### src/rtl/rot_cmd_seq_if.sv
// Command and rotator-drive bundle between a command source and rot_cmd_seq.
// The slave side is the sequencer; the master side is whoever issues commands.
interface rot_cmd_seq_if;
    logic        cmd_valid;
    logic        cmd_ready;
    logic [1:0]  cmd_op;
    logic [6:0]  cmd_count;
    logic [99:0] cmd_data;
    logic        load;
    logic [1:0]  ena;
    logic [99:0] data;
    logic        busy;
    logic        done;

    modport slave (
        input  cmd_valid, cmd_op, cmd_count, cmd_data,
        output cmd_ready, load, ena, data, busy, done
    );

    modport master (
        output cmd_valid, cmd_op, cmd_count, cmd_data,
        input  cmd_ready, load, ena, data, busy, done
    );
endinterface

### src/rtl/rot_cmd_seq.sv
// Command sequencer for a 100-bit rotator: 4-deep command FIFO feeding an FSM
// that drives registered load/ena/data with back-to-back command chaining.
module rot_cmd_seq (
    input  logic          clk,
    input  logic          areset,
    rot_cmd_seq_if.slave  bus
);
    localparam logic [1:0] OP_LOAD = 2'b00;
    localparam logic [1:0] OP_ROTR = 2'b01;
    localparam logic [1:0] OP_ROTL = 2'b10;
    localparam int         DEPTH   = 4;

    typedef struct packed {
        logic [1:0]  op;
        logic [6:0]  count;
        logic [99:0] data;
    } cmd_t;

    typedef enum logic [1:0] {S_IDLE, S_LOAD, S_ROT, S_WAIT} state_t;

    cmd_t        mem_q [DEPTH];
    logic [1:0]  wr_ptr_q, rd_ptr_q;
    logic [2:0]  occ_q;

    state_t      state_q;
    logic [6:0]  cnt_q;
    logic        load_q;
    logic [1:0]  ena_q;
    logic [99:0] data_q;
    logic        done_q;

    logic        push, pop, last_cycle;
    cmd_t        head;

    assign head       = mem_q[rd_ptr_q];
    assign push       = bus.cmd_valid && bus.cmd_ready;
    assign last_cycle = (state_q == S_LOAD) ||
                        (((state_q == S_ROT) || (state_q == S_WAIT)) && (cnt_q == 7'd0));
    // Popping on the final cycle of a command is what removes the bubble between commands.
    assign pop        = (occ_q != 3'd0) && ((state_q == S_IDLE) || last_cycle);

    assign bus.cmd_ready = (occ_q < 3'(DEPTH));
    assign bus.busy      = (state_q != S_IDLE) || (occ_q != 3'd0);
    assign bus.load      = load_q;
    assign bus.ena       = ena_q;
    assign bus.data      = data_q;
    assign bus.done      = done_q;

    always_ff @(posedge clk) begin
        if (push) begin
            mem_q[wr_ptr_q] <= '{op: bus.cmd_op, count: bus.cmd_count, data: bus.cmd_data};
        end
    end

    always_ff @(posedge clk or posedge areset) begin
        if (areset) begin
            wr_ptr_q <= 2'd0;
            rd_ptr_q <= 2'd0;
            occ_q    <= 3'd0;
        end else begin
            if (push) wr_ptr_q <= wr_ptr_q + 2'd1;
            if (pop)  rd_ptr_q <= rd_ptr_q + 2'd1;
            case ({push, pop})
                2'b10:   occ_q <= occ_q + 3'd1;
                2'b01:   occ_q <= occ_q - 3'd1;
                default: occ_q <= occ_q;
            endcase
        end
    end

    always_ff @(posedge clk or posedge areset) begin
        if (areset) begin
            state_q <= S_IDLE;
            cnt_q   <= 7'd0;
            load_q  <= 1'b0;
            ena_q   <= 2'b00;
            data_q  <= '0;
            done_q  <= 1'b0;
        end else begin
            load_q <= 1'b0;
            done_q <= 1'b0;
            if (pop) begin
                if (head.op == OP_LOAD) begin
                    state_q <= S_LOAD;
                    cnt_q   <= 7'd0;
                    load_q  <= 1'b1;
                    ena_q   <= 2'b00;
                    data_q  <= head.data;
                    done_q  <= 1'b1;
                end else begin
                    // A zero count still takes one cycle, run as a hold.
                    cnt_q  <= (head.count == 7'd0) ? 7'd0 : head.count - 7'd1;
                    done_q <= (head.count <= 7'd1);
                    if ((head.op == OP_ROTR || head.op == OP_ROTL) && head.count != 7'd0) begin
                        state_q <= S_ROT;
                        ena_q   <= (head.op == OP_ROTR) ? 2'b01 : 2'b10;
                    end else begin
                        state_q <= S_WAIT;
                        ena_q   <= 2'b00;
                    end
                end
            end else if (last_cycle || state_q == S_IDLE) begin
                state_q <= S_IDLE;
                ena_q   <= 2'b00;
            end else begin
                cnt_q  <= cnt_q - 7'd1;
                done_q <= (cnt_q == 7'd1);
            end
        end
    end
endmodule

### src/flat_wrapper.sv
// flat-port wrapper written by rule: the top's interface ports become plain ports
module rot_cmd_seq_flat 
  (clk, areset, bus_cmd_valid, bus_cmd_op, bus_cmd_count, bus_cmd_data, bus_cmd_ready, bus_load, bus_ena, bus_data, bus_busy, bus_done);
  rot_cmd_seq_if bus_i ();
  input  logic clk;
  input  logic areset;
  input wire logic [$bits(bus_i.cmd_valid)-1:0] bus_cmd_valid;
  input wire logic [$bits(bus_i.cmd_op)-1:0] bus_cmd_op;
  input wire logic [$bits(bus_i.cmd_count)-1:0] bus_cmd_count;
  input wire logic [$bits(bus_i.cmd_data)-1:0] bus_cmd_data;
  output wire logic [$bits(bus_i.cmd_ready)-1:0] bus_cmd_ready;
  output wire logic [$bits(bus_i.load)-1:0] bus_load;
  output wire logic [$bits(bus_i.ena)-1:0] bus_ena;
  output wire logic [$bits(bus_i.data)-1:0] bus_data;
  output wire logic [$bits(bus_i.busy)-1:0] bus_busy;
  output wire logic [$bits(bus_i.done)-1:0] bus_done;
  assign bus_i.cmd_valid = bus_cmd_valid;
  assign bus_i.cmd_op = bus_cmd_op;
  assign bus_i.cmd_count = bus_cmd_count;
  assign bus_i.cmd_data = bus_cmd_data;
  assign bus_cmd_ready = bus_i.cmd_ready;
  assign bus_load = bus_i.load;
  assign bus_ena = bus_i.ena;
  assign bus_data = bus_i.data;
  assign bus_busy = bus_i.busy;
  assign bus_done = bus_i.done;
  rot_cmd_seq u_core (.clk(clk), .areset(areset), .bus(bus_i));
endmodule
### config.mk
export PLATFORM = sky130hd
export DESIGN_NAME = rot_cmd_seq_flat
export DESIGN_NICKNAME = d
export VERILOG_FILES = /design/src/rtl/rot_cmd_seq_if.sv /design/src/rtl/rot_cmd_seq.sv /design/src/flat_wrapper.sv
export SDC_FILE = /design/constraint.sdc
export NUM_CORES = 1
export LEC_CHECK = 0
export ABC_AREA = 1
export BUFFER_PORTS_ARGS = -buffer_cell sky130_fd_sc_hd__buf_2
export CAP_MARGIN = 10
export CORE_ASPECT_RATIO = 1.2
export CORE_MARGIN = 8
export CORE_UTILIZATION = 52
export CTS_CLUSTER_SIZE = 24
export DETAILED_ROUTE_END_ITERATION = 10
export GPL_ROUTABILITY_DRIVEN = 0
export MAX_ROUTING_LAYER = met4
export PLACE_DENSITY = 0.72
export SYNTH_ARGS = -nofsm -noshare
export SYNTH_HDL_FRONTEND = slang
export SYNTH_SLANG_ARGS = --single-unit
export TNS_END_PERCENT = 5
### constraint.sdc
create_clock -name clk -period 13.3 [get_ports clk]
set_clock_uncertainty 0.1 [all_clocks]
set_input_delay 0.665 -clock clk [delete_from_list [all_inputs] [get_ports clk]]
set_output_delay 0.665 -clock clk [all_outputs]
set_load 0.05 [all_outputs]
==> impl_metrics.env <==
export IMPL_setup_viol_count_final=0
export IMPL_crit_end="u_core.bus.done$_DFF_PP0_"
export IMPL_grt_pass1_wl_um=72700
export IMPL_finalHoldWorstSlack_ps=101
export IMPL_layout_min_cycle_time_ps=3980
export IMPL_yosysUniqueCellTypes=31
export IMPL_netlist_instances=1646
export IMPL_avgSynthCellArea_um2=12.8
export IMPL_crit_reg2reg_capture="u_core.bus.done$_DFF_PP0_"
export IMPL_rrSetupSlack_ps=9320
export IMPL_end_kind="flop"
export IMPL_worst_pin_slew_ps=1110
export IMPL_reg2reg_depth=10
export IMPL_grt_antenna_before_repair=22
export IMPL_status="finished clean"
export IMPL_fin_cells=2444
export IMPL_grt_usage_pct=20.5
export IMPL_critPathMaxStageDelay_ps=880
export IMPL_vias=13200
export IMPL_crit_slowest_cell="buf_4"
export IMPL_dr_pass1_iters=5
export IMPL_hold_path_class="in2async"
export IMPL_fp_row_count=81
export IMPL_cts_htree_levels=2
export IMPL_crit_start="u_core.rd_ptr_q[0]$_DFFE_PP0P_"
export IMPL_hold_viol=0
export IMPL_fin_tns_setup_ps=0
export IMPL_cap_violations=0
export IMPL_ios=218
export IMPL_netlist_area_um2=21100
export IMPL_drive_gt1_share_pct=17.5
export IMPL_irDropWorstVdd_mv=0.147
export IMPL_start_util_pct=52.3
export IMPL_muxShareOfSynthArea_pct=0
export IMPL_syn2layout_area_growth_pct=14.9
export IMPL_drt_iter0_drc=779
export IMPL_synth_warnings=0
export IMPL_synth_seq_area_share_pct=76.1
export IMPL_clock_latency_ps=570
export IMPL_die_height_um=237
export IMPL_synth_fp_nets=1770
export IMPL_crit_required_ps=13590
export IMPL_final_nets=1964
export IMPL_first_global_vias=13100
export IMPL_cts_tree="built"
export IMPL_synth_xor_area_share_pct=0.456
export IMPL_clk_pin_slew_worst_paths_ps=60
export IMPL_p_switching_mw=2.24
export IMPL_route_antenna_remaining_nets=0
export IMPL_synthFlopType="edfxtp_1"
export IMPL_dp_hpwl_um=26700
export IMPL_dp_cells=2325
export IMPL_synth_top_family_by_area="simple AND/OR/NAND/NOR gates"
export IMPL_cp_common_cell="inv_1"
export IMPL_p_comb_share_pct=33.1
export IMPL_leakagePower_nw=9.41
export IMPL_synth_async_reset_ratio_pct=21.6
export IMPL_powerDensity_nw_per_um2=239
export IMPL_clock_path_buffers=3
export IMPL_drt_wl_total_um=47900
export IMPL_crit_path_start_kind="flop"
export IMPL_slew_viol_final=0
export IMPL_ys_ff_latch=556
export IMPL_cts_made_buffers=52
export IMPL_postCtsSetupBuffers=0
export IMPL_arrival_ps=4260
export IMPL_io_buffers=217
export IMPL_overflow=0
export IMPL_slew_headroom_pct=25.9
export IMPL_internal_power_mw=3.56
export IMPL_drc=0
export IMPL_die_area_um2=47400
export IMPL_path_cells="inv_6 -> nand2_1 -> a32oi_1 -> inv_1 -> ha_1 -> inv_1 -> nor2_4 -> inv_4 -> buf_4 -> nand3_1"
export IMPL_p_clk_share_pct=25.0
export IMPL_cts_resized=0
export IMPL_rsz0062_at_grt="no"
export IMPL_n_fill_cell=3115
export IMPL_hold_buffers=0
export IMPL_power_share_sequential_pct=41.9
export IMPL_r2r_start="u_core.rd_ptr_q[0]$_DFFE_PP0P_"
export IMPL_synthAdderAreaFrac_pct=0.746
export IMPL_cts_sinks=556
export IMPL_max_freq_mhz=251
export IMPL_synthSimpleGateAreaFrac_pct=11.4
export IMPL_swShare_pct=38.6
export IMPL_routedWlPerCell_um=19.6
export IMPL_synth_compound_area_share_pct=8.32
export IMPL_fin_crit_sh_pct=29.9
export IMPL_clockRootBuffer="clkbuf_16"
export IMPL_via_per_inst=5.42
export IMPL_path_class="reg2reg"
export IMPL_cp_max_fo=138
export IMPL_grt_max_degree=139
export IMPL_synth_edf_count=436
export IMPL_die_x_um=200
export IMPL_core_um2=40400
cells in the mapped netlist, types with 2 or more instances:
cell type	n	area share (%)
edfxtp_1	436	62
nand2_1	369	6.6
nor2_1	222	3.9
o21ai_0	205	4.9
dfrtp_1	120	14
o22ai_1	100	3.0
clkbuf_1	54	0.96
inv_1	27	0.48
nand3_1	21	0.50
buf_6	17	0.91
buf_2	15	0.36
ha_1	11	0.65
a21oi_1	8	0.19
xnor2_1	6	0.25
xor2_1	5	0.21
buf_1	4	0.071
buf_4	4	0.14
nor2_4	4	0.21
inv_2	3	0.053
o211ai_1	3	0.11
nor2_2	2	0.059
power groups by stage:
stage | Combinational (mW) | Sequential [mW] | Clock (mW)
global route | 2.10 | 2.47 | 1.54
CTS | 1.94 | 2.44 | 1.47
finish | 1.92 | 2.43 | 1.45
detailed placement | 1.94 | 2.47 | 0
global placement | 1.89 | 2.46 | 0
floorplan | 1.02 | 2.88 | 0
cell type report:
cell class | instances | area [um2] | area share (%)
flip-flops and latches | 556 | 16100 | 66.3
multi-input cells | 966 | 4450 | 18.3
clock buffers | 73 | 1430 | 5.89
repair buffers | 234 | 1210 | 5.00
well taps | 539 | 674 | 2.78
clock inverters | 25 | 248 | 1.02
inverters | 30 | 126 | 0.520
diodes | 21 | 52.6 | 0.216
worst max-delay path: cells and delay by family (launching register included):
family | cells | cell delay (ps)
and+or+nand+nor | 3 | 370
DFF | 1 | 770
buffers and inverters | 5 | 2080
AOI/OAI and AO/OA | 1 | 260
adders and majority gates | 1 | 180
logic make-up (layout without fill, tap and decap cells):
logic type / after synthesis / count (layout)
other cells: 0 / 21
compound gates: 321 / 321
flops: 556 / 556
fa+ha+maj: 12 / 12
xor+xnor: 11 / 11
buf+inv: 124 / 362
simple gates: 622 / 622
cells in the final DEF (no fill, tap or decap), types with 5 or more instances in the layout:
cell type / count
diode_2: 21
ha_1: 11
nor2_1: 218
clkbuf_16: 53
nand3_1: 21
nand2_1: 369
edfxtp_1: 436
xnor2_1: 6
xor2_1: 5
clkinv_2: 12
a21oi_1: 8
inv_1: 25
buf_4: 17
nor2_4: 8
o21ai_0: 205
clkbuf_1: 17
dfrtp_1: 118
o22ai_1: 100
buf_2: 217
how the worst min path moves through the flow:
stage                                 endpoint  slack [ps]  cells past startpoint
2_1_floorplan      u_core.occ_q[0]$_DFFE_PP0P_         370                      1
3_3_place_gp   u_core.bus.data[10]$_DFFE_PP0P_         350                      2
3_5_place_dp   u_core.bus.data[64]$_DFFE_PP0P_         350                      2
4_1_cts        u_core.bus.data[98]$_DFFE_PP0P_         110                      2
5_1_grt         u_core.bus.data[0]$_DFFE_PP0P_         140                      2
6_report        u_core.bus.data[1]$_DFFE_PP0P_         100                      2
flip-flops by register name, summed over array words and instances (netlist names):
signal and cells:
u_core.occ_q 3, u_core.state_q 2, u_core.wr_ptr_q 2, u_core.bus.data 100
u_core.bus.ena 2, u_core.bus.done 1, u_core.cnt_q 7, u_core.bus.load 1
u_core.mem_q 436, u_core.rd_ptr_q 2
layer usage:
layer	up-vias	GRT usage [%]	share of wire, %
li1	6232	-	-
met1	6515	24.6	41
met2	437	34.0	50
met3	65	3.83	6.3
met4	0	7.63	2.5
met5	-	-	0
stage by stage:
stage	setup WS [ps]	utilization [%]	instance area (um2)	total power, mW
2_1_floorplan	7040	-	21100	3.89
3_3_place_gp	9300	55.8	22600	4.35
3_5_place_dp	9210	55.8	22600	4.41
4_1_cts	9220	60.0	24200	5.85
5_1_grt	8980	60.1	24300	6.11
6_report	9320	60.1	24300	5.80
(Power assumes the default switching activity.)
